[src/rtl/awgn_pkg.sv]
// Shared definitions for the AWGN link blocks: sample width, BER
// measurement state encoding and QPSK bit ordering.
package awgn_pkg;

  localparam int BI = 24;

  typedef enum logic [1:0] {
    IDLE = 2'd0,
    RUN  = 2'd1,
    DONE = 2'd2
  } ber_state_t;

  // Position of each rail inside a 2-bit QPSK symbol.
  localparam int QPSK_I_BIT = 0;
  localparam int QPSK_Q_BIT = 1;

endpackage

[src/rtl/qpsk_slicer_ber_if.sv]
// Data-path bundle of the QPSK slicer / BER counter.
//
// Handshake rules: a reference pair is taken on a rising edge where
// ref_valid=1 and ref_ready=1; ref_valid while ref_ready=0 loses the pair.
// sample_valid has no back-pressure: the sample is consumed or discarded on
// the edge it is presented. dec_valid is a one-cycle pulse qualifying
// dec_bits and is never stalled.
interface qpsk_slicer_ber_if #(
  parameter int BI = awgn_pkg::BI
);
  logic                 ref_valid;
  logic [1:0]           ref_bits;
  logic                 ref_ready;
  logic                 sample_valid;
  logic signed [BI-1:0] y_real;
  logic signed [BI-1:0] y_imag;
  logic                 dec_valid;
  logic [1:0]           dec_bits;

  modport master (
    output ref_valid, ref_bits, sample_valid, y_real, y_imag,
    input  ref_ready, dec_valid, dec_bits
  );

  modport slave (
    input  ref_valid, ref_bits, sample_valid, y_real, y_imag,
    output ref_ready, dec_valid, dec_bits
  );
endinterface

[src/rtl/qpsk_slicer_ber_ref_bit_fifo.sv]
// Synchronous FIFO for transmitted reference bit pairs. No bypass: a word
// pushed on an edge is only readable after that edge.
module ref_bit_fifo #(
  parameter int DEPTH = 16,
  localparam int AW   = $clog2(DEPTH)
) (
  input  logic        clk,
  input  logic        reset,
  input  logic        push,
  input  logic [1:0]  push_data,
  input  logic        pop,
  output logic [1:0]  pop_data,
  output logic        full,
  output logic        empty,
  output logic [AW:0] count
);
  localparam logic [AW:0] DEPTH_C = (AW+1)'(DEPTH);

  logic [1:0]    mem [DEPTH];
  logic [AW-1:0] wr_ptr;
  logic [AW-1:0] rd_ptr;
  logic          do_push;
  logic          do_pop;

  assign full     = (count == DEPTH_C);
  assign empty    = (count == '0);
  assign do_push  = push && !full;
  assign do_pop   = pop && !empty;
  assign pop_data = mem[rd_ptr];

  // Pointer and occupancy bookkeeping; pointers wrap naturally.
  always_ff @(posedge clk) begin
    if (!reset) begin
      wr_ptr <= '0;
      rd_ptr <= '0;
      count  <= '0;
    end else begin
      if (do_push) wr_ptr <= wr_ptr + AW'(1);
      if (do_pop)  rd_ptr <= rd_ptr + AW'(1);
      case ({do_push, do_pop})
        2'b10:   count <= count + (AW+1)'(1);
        2'b01:   count <= count - (AW+1)'(1);
        default: count <= count;
      endcase
    end
  end

  // Storage write.
  always_ff @(posedge clk) begin
    if (do_push) mem[wr_ptr] <= push_data;
  end
endmodule

[src/rtl/qpsk_slicer_ber.sv]
// Hard-decision QPSK slicer with bit-error counting over one measurement
// run of NUM_SYMBOLS symbols. Reference bits are queued ahead of samples.
module qpsk_slicer_ber
  import awgn_pkg::*;
#(
  parameter int NUM_SYMBOLS = 320000,
  parameter int FIFO_DEPTH  = 16,
  parameter int CNT_W       = 32
) (
  input  logic               clk,
  input  logic               reset,
  input  logic               start,
  qpsk_slicer_ber_if.slave   bus,
  output logic [CNT_W-1:0]   sym_count,
  output logic [CNT_W-1:0]   err_count,
  output logic               busy,
  output logic               done,
  output logic               underflow,
  output logic               overflow,
  output ber_state_t         state_dbg
);
  localparam int               FAW       = $clog2(FIFO_DEPTH);
  localparam logic [FAW:0]     DEPTH_C   = (FAW+1)'(FIFO_DEPTH);
  localparam logic [CNT_W-1:0] NUM_SYM_C = CNT_W'(NUM_SYMBOLS);
  localparam logic [CNT_W-1:0] ERR_MAX   = '1;

  ber_state_t     state_q, state_d;
  logic           fifo_full, fifo_empty;
  logic [1:0]     fifo_head;
  logic [FAW:0]   fifo_count;
  logic           run_start, accept, take, starve, push_drop;
  logic [1:0]     sliced, err_bits, err_inc;
  logic [CNT_W:0] err_sum;
  logic [CNT_W-1:0] sym_next;
  logic           dec_valid_q;
  logic [1:0]     dec_bits_q;

  ref_bit_fifo #(.DEPTH(FIFO_DEPTH)) u_fifo (
    .clk       (clk),
    .reset     (reset),
    .push      (bus.ref_valid),
    .push_data (bus.ref_bits),
    .pop       (take),
    .pop_data  (fifo_head),
    .full      (fifo_full),
    .empty     (fifo_empty),
    .count     (fifo_count)
  );

  // Negative samples decide 1; zero and positive decide 0.
  assign sliced[QPSK_I_BIT] = ($signed(bus.y_real) < 0);
  assign sliced[QPSK_Q_BIT] = ($signed(bus.y_imag) < 0);

  assign run_start = start && (state_q != RUN);
  assign accept    = (state_q == RUN) && bus.sample_valid;
  assign take      = accept && !fifo_empty;
  assign starve    = accept && fifo_empty;
  assign push_drop = bus.ref_valid && fifo_full;

  assign err_bits = sliced ^ fifo_head;
  assign err_inc  = {1'b0, err_bits[0]} + {1'b0, err_bits[1]};
  assign err_sum  = {1'b0, err_count} + (CNT_W+1)'(err_inc);
  assign sym_next = sym_count + CNT_W'(1);

  assign bus.ref_ready = (fifo_count < DEPTH_C);
  assign bus.dec_valid = dec_valid_q;
  assign bus.dec_bits  = dec_bits_q;
  assign busy          = (state_q == RUN);
  assign done          = (state_q == DONE);
  assign state_dbg     = state_q;

  // State register.
  always_ff @(posedge clk) begin
    if (!reset) state_q <= IDLE;
    else        state_q <= state_d;
  end

  // Next state: the run ends on the edge that records the last symbol.
  always_comb begin
    state_d = state_q;
    case (state_q)
      IDLE:    if (start) state_d = RUN;
      RUN:     if (take && (sym_next == NUM_SYM_C)) state_d = DONE;
      DONE:    if (start) state_d = RUN;
      default: state_d = IDLE;
    endcase
  end

  // Decision output, counters and sticky flags; a flag raised on the
  // start edge survives the clear.
  always_ff @(posedge clk) begin
    if (!reset) begin
      dec_valid_q <= 1'b0;
      dec_bits_q  <= '0;
      sym_count   <= '0;
      err_count   <= '0;
      underflow   <= 1'b0;
      overflow    <= 1'b0;
    end else begin
      dec_valid_q <= take;
      if (take) dec_bits_q <= sliced;
      if (run_start) begin
        sym_count <= '0;
        err_count <= '0;
        underflow <= 1'b0;
        overflow  <= 1'b0;
      end
      if (take) begin
        sym_count <= sym_next;
        err_count <= err_sum[CNT_W] ? ERR_MAX : err_sum[CNT_W-1:0];
      end
      if (starve)    underflow <= 1'b1;
      if (push_drop) overflow  <= 1'b1;
    end
  end
endmodule

[src/flat_wrapper.sv]
// flat-port wrapper written by rule: the top's interface ports become plain ports
module qpsk_slicer_ber_flat import awgn_pkg::*;
#(
  parameter int NUM_SYMBOLS = 320000,
  parameter int FIFO_DEPTH  = 16,
  parameter int CNT_W       = 32
)
  (clk, reset, start, sym_count, err_count, busy, done, underflow, overflow, state_dbg, bus_ref_valid, bus_ref_bits, bus_sample_valid, bus_y_real, bus_y_imag, bus_ref_ready, bus_dec_valid, bus_dec_bits);
  qpsk_slicer_ber_if #(.BI(BI)) bus_i ();
  input  logic clk;
  input  logic reset;
  input  logic start;
  output logic [CNT_W-1:0] sym_count;
  output logic [CNT_W-1:0] err_count;
  output logic busy;
  output logic done;
  output logic underflow;
  output logic overflow;
  output ber_state_t state_dbg;
  input wire logic [$bits(bus_i.ref_valid)-1:0] bus_ref_valid;
  input wire logic [$bits(bus_i.ref_bits)-1:0] bus_ref_bits;
  input wire logic [$bits(bus_i.sample_valid)-1:0] bus_sample_valid;
  input wire logic [$bits(bus_i.y_real)-1:0] bus_y_real;
  input wire logic [$bits(bus_i.y_imag)-1:0] bus_y_imag;
  output wire logic [$bits(bus_i.ref_ready)-1:0] bus_ref_ready;
  output wire logic [$bits(bus_i.dec_valid)-1:0] bus_dec_valid;
  output wire logic [$bits(bus_i.dec_bits)-1:0] bus_dec_bits;
  assign bus_i.ref_valid = bus_ref_valid;
  assign bus_i.ref_bits = bus_ref_bits;
  assign bus_i.sample_valid = bus_sample_valid;
  assign bus_i.y_real = bus_y_real;
  assign bus_i.y_imag = bus_y_imag;
  assign bus_ref_ready = bus_i.ref_ready;
  assign bus_dec_valid = bus_i.dec_valid;
  assign bus_dec_bits = bus_i.dec_bits;
  qpsk_slicer_ber #(.NUM_SYMBOLS(NUM_SYMBOLS), .FIFO_DEPTH(FIFO_DEPTH), .CNT_W(CNT_W)) u_core (.clk(clk), .reset(reset), .start(start), .bus(bus_i), .sym_count(sym_count), .err_count(err_count), .busy(busy), .done(done), .underflow(underflow), .overflow(overflow), .state_dbg(state_dbg));
endmodule
[config.mk]
export PLATFORM = sky130hd
export DESIGN_NAME = qpsk_slicer_ber_flat
export DESIGN_NICKNAME = d
export VERILOG_FILES = /design/src/rtl/awgn_pkg.sv /design/src/rtl/qpsk_slicer_ber_if.sv /design/src/rtl/qpsk_slicer_ber_ref_bit_fifo.sv /design/src/rtl/qpsk_slicer_ber.sv /design/src/flat_wrapper.sv
export SDC_FILE = /design/constraint.sdc
export NUM_CORES = 1
export LEC_CHECK = 0
export CAP_MARGIN = 20
export CELL_PAD_IN_SITES_DETAIL_PLACEMENT = 1
export CELL_PAD_IN_SITES_GLOBAL_PLACEMENT = 1
export CORE_ASPECT_RATIO = 1.5
export CORE_MARGIN = 2
export CORE_UTILIZATION = 51
export DETAILED_ROUTE_END_ITERATION = 16
export DONT_BUFFER_PORTS = 1
export MAX_ROUTING_LAYER = met4
export PLACE_DENSITY_LB_ADDON = 0.1
export RECOVER_POWER = 100
export SYNTH_ARGS = -nofsm -noshare
export SYNTH_HDL_FRONTEND = slang
export SYNTH_SLANG_ARGS = --single-unit
[constraint.sdc]
create_clock -name clk -period 8.97 [get_ports clk]
set_input_delay 1.794 -clock clk [delete_from_list [all_inputs] [get_ports clk]]
set_output_delay 1.794 -clock clk [all_outputs]
set_load 0.05 [all_outputs]
Yosys cells after proc, flatten, opt, wreduce, memory -nomap -nowiden:

Memory sizes are Yosys's and may differ from the RTL's. A register that Yosys moved wholly into a read port is not among the register bits.
Index checks and enable logic that the tools add are counted.

* logic and storage cells: 64
* RAM bits: 32
* input port bits: 55
* bits in registers: 84
* memories: 1
* output and inout port bits: 74

* $add $sub $neg: 7
* reductions and logical operators: 18
* equal/unequal tests: 9
* order comparisons: 3
* bitwise operators: 1
* muxes and demuxes: 15

Memories
* u_core.u_fifo.mem: depth 16, width 2, read ports 1, clocked after memory_dff 1, wr ports 1, RTL line qpsk_slicer_ber_ref_bit_fifo.sv:19 `logic [1:0] mem [DEPTH];`

Operators with widths (number)
* 32-bit 2-to-1 mux: 4
* 24-bit by 1-bit < comparator with 1-bit output (second input constant): 2
* 32-bit by 2-bit adder with 33-bit output: 1
* 32-bit by 1-bit adder with 32-bit output (second input constant): 1
* 32-bit by 19-bit == test with 1-bit output (second input constant): 1
* 5-bit case mux with 2 select lines: 1
* 4-bit by 1-bit adder with 4-bit output (second input constant): 2
* 1-bit logical AND: 8
* 4-bit 2-to-1 mux: 2
* 2-bit nonzero test: 4
* 2-bit by 1-bit inequality test with 1-bit output (second input constant): 3
* 5-bit by 1-bit adder with 5-bit output (second input constant): 1
* 5-bit == test (second input constant): 1
* 5-bit zero test: 1
* 5-bit < comparator (second input constant): 1
* 1-bit 2-to-1 mux: 5
* 5-bit by 1-bit subtractor with 5-bit output (second input constant): 1
* 2-bit by 1-bit == test with 1-bit output (second input constant): 2
* 2-bit == test (second input constant): 2
* 2-bit 2-to-1 mux: 2
* 2-bit case mux with 2 select lines: 1
* 1-bit by 1-bit adder with 2-bit output: 1
* 1-bit zero test: 2
* 2-bit zero test: 1
* 3 further kinds: 3

Logic depth before layout (Yosys ltp):

* word-level depth: 6
* gate-level depth with buffers: 15
* mapped depth without buffers: 13

Hierarchy:

A second synthesis with hierarchy kept.

* cells, all modules: 767
* area total of the unflattened synthesis: 6691.4 um^2

By module, submodules not included
* qpsk_slicer_ber: seq. area each 1421.4 um^2, times used 1, cells each 584, area each 4347.9 um^2
* ref_bit_fifo: seq. area each 1301.2 um^2, times used 1, cells each 183, area each 2343.5 um^2

Worst setup path after synthesis:

Ideal clock, no wire load.

* kind: input-to-reg
* from: input bus_y_real[23]
* to: register u_core.err_count[16]
* setup time: 0.117 ns
* arrival time: 4.145 ns
* required time: 8.853 ns
* stages: 12
* setup slack: 4.709 ns
* buffers on the path: 1
* path through: xnor2_1 > fa_1 > inv_1 > ha_1 > and3_1 > and3_1 > and3_1 > or3b_2 > clkbuf_1 > o21ai_0 > nand2_1 > a22o_1

* cells in the longest elaborated chain, start to end: 6

Ends and longest elaborated chain
* from (decl): RTL line flat_wrapper.sv:23 `input wire logic [$bits(bus_i.y_real)-1:0] bus_y_real;`
* 24-bit by 1-bit < comparator with 1-bit output: RTL line qpsk_slicer_ber.sv:51 `assign sliced[QPSK_I_BIT] = ($signed(bus.y_real) < 0);`
* 2-bit XOR: RTL line qpsk_slicer_ber.sv:60 `assign err_bits = sliced ^ fifo_head;`
* 1-bit by 1-bit adder with 2-bit output: RTL line qpsk_slicer_ber.sv:61 `assign err_inc = {1'b0, err_bits[0]} + {1'b0, err_bits[1]};`
* 32-bit by 2-bit adder with 33-bit output: RTL line qpsk_slicer_ber.sv:62 `assign err_sum = {1'b0, err_count} + (CNT_W+1)'(err_inc);`
* 32-bit 2-to-1 mux: RTL line qpsk_slicer_ber.sv:110 `err_count <= err_sum[CNT_W] ? ERR_MAX : err_sum[CNT_W-1:0];`
* 32-bit 2-to-1 mux: RTL line qpsk_slicer_ber.sv:108 `if (take) begin`
* to (signal assigned): RTL line qpsk_slicer_ber.sv:110
* to (decl): RTL line qpsk_slicer_ber.sv:15 `output logic [CNT_W-1:0] err_count,`

No other way between the ends.
A chain may end at the register's enable or synchronous reset.

Worst setup path in the final report:

* from: register u_core.state_q[0], in the netlist u_core.state_dbg[0]
* to: register u_core.u_fifo.count[4]

* cells in the longest elaborated chain, start to end: 6
* elaborated cells between the ends (all ways): 8
* those cells by class: eq/ne (3); mux (1); reduce/logical (4)

Ends and longest elaborated chain
* from (decl): RTL line qpsk_slicer_ber.sv:27 `ber_state_t state_q, state_d;`
* from (signal assigned): RTL line qpsk_slicer_ber.sv:75 `else state_q <= state_d;`
* 2-bit by 1-bit == test with 1-bit output (*): RTL line qpsk_slicer_ber.sv:55 `assign accept = (state_q == RUN) && bus.sample_valid;`
* 1-bit logical AND (*): RTL line qpsk_slicer_ber.sv:55
* 1-bit logical AND (*): RTL line qpsk_slicer_ber.sv:56 `assign take = accept && !fifo_empty;`
* 1-bit logical AND (*): RTL line qpsk_slicer_ber_ref_bit_fifo.sv:28 `assign do_pop = pop && !empty;`
* 2-bit by 1-bit == test with 1-bit output / 2-bit == test (equally long branches): RTL line qpsk_slicer_ber_ref_bit_fifo.sv:40 `case ({do_push, do_pop})`
* 5-bit case mux with 2 select lines / 2-bit nonzero test (equally long branches)
* to (signal assigned): RTL line qpsk_slicer_ber_ref_bit_fifo.sv:41 `2'b10: count <= count + (AW+1)'(1);`
* to (signal assigned): RTL line qpsk_slicer_ber_ref_bit_fifo.sv:42 `2'b01: count <= count - (AW+1)'(1);`
* to (signal assigned): RTL line qpsk_slicer_ber_ref_bit_fifo.sv:43 `default: count <= count;`
* to (decl): RTL line qpsk_slicer_ber_ref_bit_fifo.sv:15 `output logic [AW:0] count`

Every way passes the cells marked *; elsewhere a longest branch is shown, timed or not.

==> results.txt <==
Status: complete, but fails checks
Violated checks: capacitance limit, slew limit
Mapped cell area: 6220 um^2
H-tree Lvls: 4
Antenna viol nets, final: 0
Post-Synth Adder-Cell Area: 2.85%
# rows: 49
Hold Startpoint: u_core.u_fifo.rd_ptr[1]
WP data required: 9.29 ns
Setup bufs post-CTS: 0
Share of flip-flops with an asynchronous set or reset: 0%
Critical Path AT: 6.16 ns
Post-synth EDFFs: 32
Max Freq: 171 MHz
Vias in the first global route: 5603
Pleak: 2.40 nW
Avg WL per Cell: 20.1 um
Reg clk slew, reported paths: 0.06 ns
Cells on worst reg2reg path: 15
Finished Cell Area: 6800 um^2
IO buf count: 0
Vias per Instance: 6.26
Max_slew headroom: -54.2%
DRC errors left: 0
TritonCTS buffer count: 17
Area leader, netlist: dfxtp_1
Crit path kind: flop to flop
Final WS setup: 3.13 ns
Worst hold path class: flop to flop
Overflow after GRT: 0
Reg-to-reg slack, setup: 3.13 ns
CTS tree: done
RSZ-0062 raised after global routing: no
Kind of end point of the critical path: flop
Setup TNS: 0 ns
Largest net degree at the start of global routing: 49
Die X-Extent: 94.2 um
Skew-Pair Late Insertion Delay: 0.41 ns
CTS Hold Buffers Added: 0
# setup viols final: 0
CTS Root Cell: clkbuf_16
Global-route wire length before repair: 28000 um
Max_cap viols: 3
Initial Utilization: 52.1%
Post-synth net total: 787
Vias: 5399
Clock Sinks: 120
Layout Cells excl Fill: 863
Synth top area cells: dfxtp_1 (28%), edfxtp_1 (15%), nor2_1 (5.2%)
Post-Route WL: 17400 um
Die area: 13100 um^2
Maximum VDD drop: 0.000135 V
Initial DRC count: 201
First-pass DRT Iterations: 4
Share of the synthesized area in the top cell type: 28.3%
Register area: 2720 um^2
Multi-input combinational cell area: 3180 um^2
Post-synthesis xor/xnor area fraction: 2.96%
Fin Clk Skew: 0.0102 ns
Final weighted congestion in routability-driven placement: 0.819
Mux share of post-synthesis cell area: 3.96%
WHS Path Cells: 2
Largest family of logic cells by synthesized area: simple AND/OR/NAND/NOR gates
Top FF cell, synth: dfxtp_1
Most common cell in the netlist: dfxtp_1
Total track usage: 27.9%
CTS Buffer Depth: 2
Number of antenna diodes: 0
Synth Area in Simple Gates: 23.9%
Die Y: 139 um
Synth warn: 0
Cell area after placement: 6260 um^2
Final nets: 765
Core area: 12000 um^2
Synth Area in Compound Gates: 17.6%
Seq/Total Area, Yosys: 43.7%
Post-Syn Instances: 719
Final hold vios: 0
P&R area growth vs syn: 9.27%
Pwr dens: 189 nW/um^2
Hold WS: 0.526 ns
Seq cells post-synth: 120
Final slew viol count: 125
Post-synth cell types: 66
Placed cells: 830
Total power: 1.29 mW
PostCTS Resize Cnt: 0
Share of cells above drive strength 1: 7.89%
Crit path time final: 5.84 ns
Final period utilization: 65.1%
Post-DP HPWL: 11600 um
CP Launch Type: flop
Core Util, Final: 56.9%
Setup WS pre-CTS: 4.29 ns
Filler cells: 1394
Boundary Pins: 129
Max FO, Critical Path: 43
Mean Syn Cell Area: 8.66 um^2
Commonest cells in the netlist: dfxtp_1 (88), nor2_1 (87), nand2_1 (72), o21ai_0 (57), a21oi_1 (52)
Initial antenna violation count: 0
Worst reg2reg startpoint: u_core.state_dbg[0]
Slew at the pin closest to its max-slew limit: 2.31 ns
R2r endpoint: u_core.u_fifo.count[4]
==> registers in the layout, summed over array words and instances, names as in the netlist, named ones only <==
name and flops:
u_core.sym_count 32, u_core.bus.dec_bits 2, u_core.state_dbg 2, u_core.bus.dec_valid 1, u_core.underflow 1, u_core.u_fifo.wr_ptr 4, u_core.err_count 32, u_core.u_fifo.count 5
u_core.u_fifo.rd_ptr 4, u_core.overflow 1, u_core.u_fifo.mem 32
==> cell usage in the layout (no fill, tap or decap), types with 5 or more instances in the layout <==
cell type	instances
a21oi_1	52
nand2_1	72
xnor2_1	9
ha_1	11
inv_1	27
a31oi_1	16
or4_1	5
inv_6	5
nor2_1	88
clkbuf_16	17
nor3_1	28
or3_1	5
nor4_1	7
clkbuf_1	5
a22o_1	7
o21ai_0	64
nand4_1	18
dfxtp_1	88
xor2_1	12
edfxtp_1	32
mux4_2	10
nor2b_1	5
nand3_1	25
and3_1	12
==> cells by family after synthesis <==
group	after synthesis
xor+xnor	21
fa+ha+maj	13
compound gates	181
buf+inv	76
flops	120
mux	12
simple gates	296
==> worst max-delay path by stage <==
| stage | start | endpoint | slack (ns) |
|---|---|---|---|
| 3_5_place_dp | bus_sample_valid | u_core.err_count[11] | 4.29 |
| 2_1_floorplan | bus_y_real[23] | u_core.err_count[16] | 4.71 |
| 5_1_grt | u_core.state_dbg[0] | u_core.u_fifo.count[4] | 2.62 |
| 4_1_cts | flop | u_core.err_count[14] | 4.43 |
| 6_report | u_core.state_dbg[0] | u_core.u_fifo.count[4] | 3.13 |
| 3_3_place_gp | bus_sample_valid | u_core.err_count[16] | 4.35 |
==> critical path, stage by stage, from the launching register on <==
cell and delay [ns]:
dfxtp_1 0.69, nor2b_1 0.22, clkbuf_1 0.59, o211ai_1 0.19
clkbuf_1 0.79, inv_1 0.29, clkbuf_1 1.15, ha_1 0.42
inv_1 0.10, fa_1 0.41, inv_1 0.08, a21o_1 0.10
a21oi_1 0.07, xnor2_1 0.13, or3_1 0.31, a21oi_1 0.14
==> power breakdown <==
group | leakage (nW) | internal, mW | switching (mW) | total (mW)
registers | 0.999 | 0.563 | 0.0144 | 0.577
logic | 1.14 | 0.0266 | 0.0520 | 0.0786
clock network | 0.259 | 0.358 | 0.274 | 0.632
total | 2.40 | 0.948 | 0.341 | 1.29
==> area by class of cell <==
| class | instances | area share, % |
|---|---|---|
| well taps | 153 | 2.82 |
| repair buffers | 8 | 0.902 |
| inverters | 27 | 1.49 |
| clock buffers | 17 | 6.26 |
| multi-input cells | 523 | 46.8 |
| clock inverters | 15 | 1.75 |
| flip-flops and latches | 120 | 40.0 |
==> layer usage <==
| metal | track usage (%) | up-vias | part of all wire, % |
|---|---|---|---|
| met2 | 49.1 | 114 | 54 |
| met5 | - | - | 0 |
| li1 | - | 2561 | - |
| met1 | 30.0 | 2694 | 40 |
| met4 | 9.46 | 0 | 1.7 |
| met3 | 6.98 | 30 | 4.4 |
Note: power is estimated with default switching activity, not from simulation.
